## src/rtl/monedero.sv

```systemverilog
// Coin-slot front end for a washing machine: debounces coins, accumulates credit,
// hands the payment to the machine controller and refunds whatever it cannot accept.
module monedero #(
    parameter int DEBOUNCE    = 4,
    parameter int MAX_CREDITO = 15,
    parameter int TIMEOUT     = 8
) (
    input  logic       clk,
    input  logic       rst,
    input  logic       SENSOR_MONEDA,
    input  logic       BOTON_PAGO,
    input  logic       INSUFICIENTE,
    input  logic       VERIFICACION,
    input  logic       LAVADO,
    input  logic       LAVADO_PESADO,
    input  logic       SECADO,
    output logic       INTRO_MONEDA,
    output logic       FINALIZAR_PAGO,
    output logic       DEVOLVER,
    output logic [3:0] CREDITO,
    output logic       BLOQUEO
);

    // state      | meaning
    // IDLE       | no credit, slot open
    // ACUMULANDO | credit > 0, slot open, waiting for the pay button
    // ESPERA     | payment closed, waiting for the controller (slot locked)
    // OCUPADO    | machine running (slot locked)
    typedef enum logic [1:0] {IDLE, ACUMULANDO, ESPERA, OCUPADO} state_t;

    localparam int DW = $clog2(DEBOUNCE + 1);
    localparam int TW = $clog2(TIMEOUT + 1);
    localparam logic [DW-1:0] DEB_LAST = DW'(DEBOUNCE - 1);
    localparam logic [TW-1:0] TO_LAST  = TW'(TIMEOUT - 1);
    localparam logic [3:0]    MAXC     = 4'(MAX_CREDITO);

    state_t        state_q;
    logic [3:0]    credito_q;
    logic          intro_q, fin_q, dev_q, bloq_q;
    logic          pend_q, act_q, btn_prev_q;
    logic [TW-1:0] tmr_q;
    logic [DW-1:0] hi_cnt_q, hi_cnt_d, lo_cnt_q, lo_cnt_d;
    logic          armed_q, armed_d;
    logic          coin_qual, btn_edge;

    // Once a coin qualifies, the qualifier is disarmed until a full low run is seen.
    always_comb begin
        hi_cnt_d  = '0;
        lo_cnt_d  = '0;
        armed_d   = armed_q;
        coin_qual = 1'b0;
        if (SENSOR_MONEDA) begin
            if (armed_q) begin
                if (hi_cnt_q == DEB_LAST) begin
                    coin_qual = 1'b1;
                    armed_d   = 1'b0;
                end else begin
                    hi_cnt_d = hi_cnt_q + 1'b1;
                end
            end
        end else if (!armed_q) begin
            if (lo_cnt_q == DEB_LAST) armed_d = 1'b1;
            else                      lo_cnt_d = lo_cnt_q + 1'b1;
        end
    end

    assign btn_edge = BOTON_PAGO & ~btn_prev_q;

    always_ff @(posedge clk) begin
        if (rst) begin
            state_q    <= IDLE;
            credito_q  <= '0;
            intro_q    <= 1'b0;
            fin_q      <= 1'b0;
            dev_q      <= 1'b0;
            bloq_q     <= 1'b0;
            pend_q     <= 1'b0;
            act_q      <= 1'b0;
            tmr_q      <= '0;
            hi_cnt_q   <= '0;
            lo_cnt_q   <= '0;
            armed_q    <= 1'b1;
            // Tracking the button through reset keeps a held button from looking like a press.
            btn_prev_q <= BOTON_PAGO;
        end else begin
            intro_q    <= 1'b0;
            fin_q      <= 1'b0;
            dev_q      <= 1'b0;
            btn_prev_q <= BOTON_PAGO;
            hi_cnt_q   <= hi_cnt_d;
            lo_cnt_q   <= lo_cnt_d;
            armed_q    <= armed_d;
            case (state_q)
                IDLE, ACUMULANDO: begin
                    if (pend_q) begin
                        pend_q  <= 1'b0;
                        fin_q   <= 1'b1;
                        tmr_q   <= '0;
                        bloq_q  <= 1'b1;
                        state_q <= ESPERA;
                        if (coin_qual) dev_q <= 1'b1;
                    end else if (coin_qual && credito_q < MAXC) begin
                        credito_q <= credito_q + 1'b1;
                        intro_q   <= 1'b1;
                        state_q   <= ACUMULANDO;
                        // Defer the close so INTRO_MONEDA and FINALIZAR_PAGO never overlap.
                        pend_q    <= btn_edge;
                    end else begin
                        if (coin_qual) dev_q <= 1'b1;
                        if (btn_edge && state_q == ACUMULANDO) begin
                            fin_q   <= 1'b1;
                            tmr_q   <= '0;
                            bloq_q  <= 1'b1;
                            state_q <= ESPERA;
                        end
                    end
                end
                ESPERA: begin
                    if (coin_qual) dev_q <= 1'b1;
                    if (INSUFICIENTE) begin
                        dev_q     <= 1'b1;
                        credito_q <= '0;
                        bloq_q    <= 1'b0;
                        state_q   <= IDLE;
                    end else if (VERIFICACION) begin
                        credito_q <= '0;
                        act_q     <= 1'b0;
                        state_q   <= OCUPADO;
                    end else if (tmr_q == TO_LAST) begin
                        dev_q     <= 1'b1;
                        credito_q <= '0;
                        bloq_q    <= 1'b0;
                        state_q   <= IDLE;
                    end else begin
                        tmr_q <= tmr_q + 1'b1;
                    end
                end
                OCUPADO: begin
                    if (coin_qual) dev_q <= 1'b1;
                    if (LAVADO || LAVADO_PESADO || SECADO) begin
                        act_q <= 1'b1;
                    end else if (act_q) begin
                        act_q   <= 1'b0;
                        bloq_q  <= 1'b0;
                        state_q <= IDLE;
                    end
                end
                default: begin
                    state_q <= IDLE;
                    bloq_q  <= 1'b0;
                end
            endcase
        end
    end

    assign INTRO_MONEDA   = intro_q;
    assign FINALIZAR_PAGO = fin_q;
    assign DEVOLVER       = dev_q;
    assign CREDITO        = credito_q;
    assign BLOQUEO        = bloq_q;

endmodule

```

## config.mk

```make
export PLATFORM = sky130hd
export DESIGN_NAME = monedero
export DESIGN_NICKNAME = d
export VERILOG_FILES = /design/src/rtl/monedero.sv
export SDC_FILE = /design/constraint.sdc
export NUM_CORES = 1
export LEC_CHECK = 0
export CORE_AREA = 2 2 57 59
export CTS_CLUSTER_DIAMETER = 80
export DETAILED_ROUTE_END_ITERATION = 10
export DIE_AREA = 0 0 59 61
export PLACE_DENSITY_LB_ADDON = 0.05
export SYNTH_ARGS = -nofsm -noshare
export SYNTH_HDL_FRONTEND = slang
export SYNTH_SLANG_ARGS = --single-unit
```

## constraint.sdc

```tcl
create_clock -name clk -period 4.6 [get_ports clk]
set_input_delay 0.69 -clock clk [delete_from_list [all_inputs] [get_ports clk]]
set_output_delay 0.69 -clock clk [all_outputs]
set_load 0.05 [all_outputs]
```

==> results of run 1 <==
[sequential cells by signal, indices dropped and copies added (netlist names), 2 cells and up]
register / count
tmr_q: 4
CREDITO: 4
hi_cnt_q: 3
lo_cnt_q: 3
state_q: 2
[worst min path at each step]
stage | start | depth (start not counted) | endpoint | slack [ns]
final | lo_cnt_q[0] | 1 | lo_cnt_q[0] | 0.43
after detailed placement | lo_cnt_q[0] | 1 | lo_cnt_q[0] | 0.42
after global routing | lo_cnt_q[0] | 1 | lo_cnt_q[0] | 0.45
after global placement | lo_cnt_q[0] | 1 | lo_cnt_q[0] | 0.41
after CTS | lo_cnt_q[0] | 1 | lo_cnt_q[0] | 0.44
after floorplan | lo_cnt_q[0] | 1 | lo_cnt_q[0] | 0.40
[logic make-up (layout without fill, tap and decap cells)]
kind of cell               Yosys count  count (layout)  share of synthesized area (%)
DFF                                 24              24                           41.3
buffers and inverters               12              27                           6.99
adders and majority gates            6               6                           6.45
AOI/OAI and AO/OA                   25              25                           15.8
and+or+nand+nor                     58              58                           29.5
[final cells by class]
cell class / count / area [µm²]
timing repair buffer: 16 / 160
fill: 313 / 1610
clock buffer: 4 / 36.3
sequential: 24 / 480
inverter: 7 / 26.3
tap: 33 / 41.3
multi-input combinational: 89 / 602
[per-layer routing]
layer / up-vias / wire length, µm
met1: 449 / 1110
met2: 16 / 1030
met4: 0 / 30
li1: 485 / -
met5: - / 0
met3: 4 / 81
[power by group]
part           switching [µW]  internal, µW  total, µW
clock                    63.1          48.4        112
sequential               1.07           210        211
combinational            10.1          9.73       19.8
[through the flow]
step / std cells / total power, µW / worst slack [ns] / hold WS, ns
final: 173 / 342 / 2.31 / 0.431
after global routing: 173 / 356 / 2.24 / 0.452
after CTS: 173 / 347 / 2.29 / 0.436
after detailed placement: 169 / 235 / 2.08 / 0.417
after global placement: 169 / 235 / 2.14 / 0.409
after floorplan: 125 / 225 / 2.81 / 0.399
[placed cells by master, fill, tap and decap left out, drive strengths merged, types with 2 or more instances in the layout]
cell / synthesis / final
nand2: 11 / 11
o21ai: 5 / 5
nor2b: 3 / 3
clkbuf: 2 / 4
nor4: 4 / 4
a22o: 2 / 2
dfxtp: 24 / 24
nor3b: 2 / 2
clkdlybuf4s50: 0 / 16
and3: 6 / 6
ha: 6 / 6
nor4b: 2 / 2
nand3: 7 / 7
nor2: 14 / 14
a21oi: 6 / 6
a32o: 3 / 3
inv: 7 / 7
[worst reg2reg max path: stages, from the launching register on]
cell and delay, ns:
dfxtp_1 0.36, ha_1 0.14, ha_1 0.25, nand3_2 0.15, o211ai_1 0.25, nand2_1 0.11
a2111oi_2 0.35
==> impl_metrics.ini, run 1 <==
[status]
status = finished clean

[critical_path]
path_max_fanout = 7
ff2ff_setup_slack_ns = 2.89
crit_path_end = CREDITO[2]
reg2regPathDepth = 6
worstPathArrival_ns = 1.60
cp_num_buf_inv = 1
reg2reg_to = state_q[0]
path_cells = clkdlybuf4s50_1
crit_family = buffers and inverters
cp.depth = 1
crit_path_start = CREDITO[2]
crit_path_start_kind = flop
cp.required_ns = 3.91
end_kind = output port
critPathMaxStageDelay_ns = 0.84
cpMaxStageDelayCell = clkdlybuf4s50_1
crit_type = flop to output port
timing.rr.start = hi_cnt_q[0]

[clock_tree]
path_clk_slew_ns = 0.13
htreeDepth = 1
postCtsSetupRepairBufs = 0
cts_buffers = 3
cts_tree = yes
cts_sinks = 24
cts_buffer_depth = 2
cts_resized = 0
cts_root_buf = clkbuf_4
insertion_delay_ns = 0.31
hold_buffers = 0

[global_routing]
grt_max_degree = 23
use_met2_pct = 22.2
grt_util_met1_pct = 20.1
antenna_found_initial = 0
grt_busiest_layer = met2
globalRouteTotalUtil_pct = 14.4
grt_pass1_wl_um = 3910
grtUsageMet3_pct = 1.92
grt-ovfl-total = 0
grt_pass1_vias = 864

[synth]
avgSynthCellArea_um2 = 9.31
yosys_warnings = 0
synth_area_leader_cell = dfxtp_1
yosys-top-cells-area = dfxtp_1 41%, ha_1 6.5%, nor2_1 4.5%
postSynthCellCount = 125
syn_area_um2 = 1160
synth_edf_count = 0
synthDistinctLibCells = 42
synthTopCellsByCount = 24 x dfxtp_1, 14 x nor2_1, 11 x nand2_1, 7 x inv_1
synth_nets = 140
synthFlopType = dfxtp_1
synth_most_common_cell = dfxtp_1
synth-seq-cells = 24
yosysTopAreaCellShare_pct = 41.3
synth-async-reset-ratio_pct = 0
synth_seq_area_share_pct = 41.3

[layout]
synthToLayoutAreaGrowth_pct = 15.7
drive_above_1_share_pct = 10.0
fin_nets = 156
utilization_pct = 45.6
antenna_cells = 0
final_area_um2 = 1350

[timing]
tightest_slew_ns = 0.796
post-route-period-util_pct = 49.8
slew_headroom_pct = 46.7
hold_viol = 0
tns_ns = 0
fmax_mhz = 437
final.min_clock_period_ns = 2.29
skew_ns = 0.00243
slew_viol_final = 0
finalSetupViolCount = 0
rsz0062_at_grt = false

[flow_run]
maxCapViolations = 0

[power]
ir_drop_uv = 127
leakage_uw = 0.000514
power_density_nw_per_um2 = 254

[drt]
drt_wl_total_um = 2250
drc_errors = 0
antenna_left = 0
dr.pass1.iters = 4
drtIter0Drc = 28
wl_per_cell_um = 13.0
vias = 954
viasPerCell = 5.51

[place]
placed_area_um2 = 1310
dpl.hpwl_um = 1640
io_buffers = 16
gp_congestion = 0.744

[floorplanning]
start_util_pct = 39.4
rows = 20
coreArea_um2 = 2950
io-pin-count = 17
die_w_um = 59
dieHeight_um = 61
die_area_um2 = 3600

[worst_hold_path]
hold_class = flop to flop
(Power assumes the default switching activity.)
==> run 2: changes to the inputs <==
- clock period: 4.6 -> 2.03 ns (I/O delays scaled with it)
==> run 2 against run 1 <==
Effect of this change:
- combinational power rose by 140%
- non-clock buffer count is 2 higher
- sequential power rose by 130%
- wire length grew 1.5%
==> impl_metrics.ini, run 2 (synthesis results as in run 1) <==
[status]
status = finished clean

[timing]
hold_viol = 0
post-route-period-util_pct = 94.1
finalSetupViolCount = 0
tightest_slew_ns = 0.498
rsz0062_at_grt = false
tns_ns = 0
skew_ns = 0.00330
fmax_mhz = 523
slew_viol_final = 0
final.min_clock_period_ns = 1.91
slew_headroom_pct = 66.7

[worst_hold_path]
whs_path_depth = 1
hold_class = flop to flop

[clock_tree]
postCtsSetupRepairBufs = 0
path_clk_slew_ns = 0.13
cts_resized = 0
cts_tree = yes
cts_sinks = 24
cts_root_buf = clkbuf_4
insertion_delay_ns = 0.30
cts_buffer_depth = 2
hold_buffers = 0
cts_buffers = 3
htreeDepth = 1

[layout]
layout_common_cells = 24 x dfxtp_1, 16 x clkdlybuf4s50_1, 14 x nor2_1, 11 x nand2_1, 7 x inv_1
layout_commonest_cell = dfxtp_1
drive_above_1_share_pct = 10.6
synthToLayoutAreaGrowth_pct = 15.8
antenna_cells = 0
fin_nets = 158

[power]
ir_drop_uv = 278
power.internal_uw = 569
p_comb_share_pct = 6.6
swShare_pct = 22.1
switchingPower_uw = 161
p_total_uw = 730
p_seq_share_pct = 65.4
power_density_nw_per_um2 = 542
pwr-share-clk_pct = 28.0
leakage_uw = 0.000517

[global_routing]
grt-ovfl-total = 0
grt_pass1_vias = 900
grt_max_degree = 13
antenna_found_initial = 0
grt_pass1_wl_um = 3930
globalRouteTotalUtil_pct = 14.4

[critical_path]
critPathMaxStageDelay_ns = 0.84
crit_family = buffers and inverters
path_max_fanout = 7
cp.required_ns = 1.73
crit_path_start_kind = flop
cp.depth = 1
cpMaxStageDelayCell = clkdlybuf4s50_1
crit_type = flop to output port
reg2regPathDepth = 6
end_kind = output port
path_cells = clkdlybuf4s50_1
cp_num_buf_inv = 1
worstPathArrival_ns = 1.61

[floorplanning]
start_util_pct = 39.4
die_w_um = 59
die_area_um2 = 3600
rows = 20
coreArea_um2 = 2950
io-pin-count = 17
dieHeight_um = 61

[drt]
drc_errors = 0
drtIter0Drc = 44
antenna_left = 0
drt_wl_total_um = 2280
viasPerCell = 5.48
vias = 954
wl_per_cell_um = 13.1
dr.pass1.iters = 4

[place]
gp_congestion = 0.715
dpl.hpwl_um = 1700
io_buffers = 16

[flow_run]
maxCapViolations = 0
## run 2: cell count changes in the layout (fill, tap and decap cells not counted)
cell and change:
clkbuf_8 -1, buf_4 +2
## run 2: layout make-up
type,count,area [µm²]
clock buffer,3,22.5
fill,299,1610
inverter,7,26.3
multi-input combinational,89,602
sequential,24,480
tap,33,41.3
timing repair buffer,18,175
## run 2: path summary, 6_finish.rpt
check	startpoint	endpoint	slack, ns
max reg2reg	hi_cnt_q[0]	state_q[0]	0.35
min	lo_cnt_q[0]	lo_cnt_q[0]	0.44
min reg2reg	lo_cnt_q[0]	lo_cnt_q[0]	0.44
max	CREDITO[2]	CREDITO[2]	0.12
## run 2: per-stage QoR
step | instance area (µm²) | std cells | hold slack (ns) | worst slack (ns) | utilization [%]
after floorplan | 1160 | 125 | 0.332 | 0.243 | -
after global placement | 1330 | 171 | 0.409 | 0.250 | 44.9
after detailed placement | 1330 | 171 | 0.424 | 0.245 | 44.9
after CTS | 1350 | 174 | 0.442 | 0.112 | 45.6
after global routing | 1350 | 174 | 0.438 | 0.0300 | 45.6
final | 1350 | 174 | 0.437 | 0.119 | 45.6
## run 2: power by group through the flow
stage / Combinational, µW / Sequential, µW / Clock, µW
after floorplan: 21.8 / 488 / 0
after global placement: 47.8 / 488 / 0
after detailed placement: 48.8 / 488 / 0
after CTS: 49.0 / 478 / 214
after global routing: 54.4 / 478 / 230
final: 48.3 / 477 / 204
## run 2: routing by layer
| metal | track usage (%) | up-vias | part of all wire [%] |
|---|---|---|---|
| li1 | - | 484 | - |
| met2 | 24.1 | 14 | 48 |
| met5 | 0 | - | 0 |
| met3 | 2.35 | 2 | 3.3 |
| met4 | 5.84 | 0 | 0.57 |
| met1 | 18.6 | 454 | 48 |
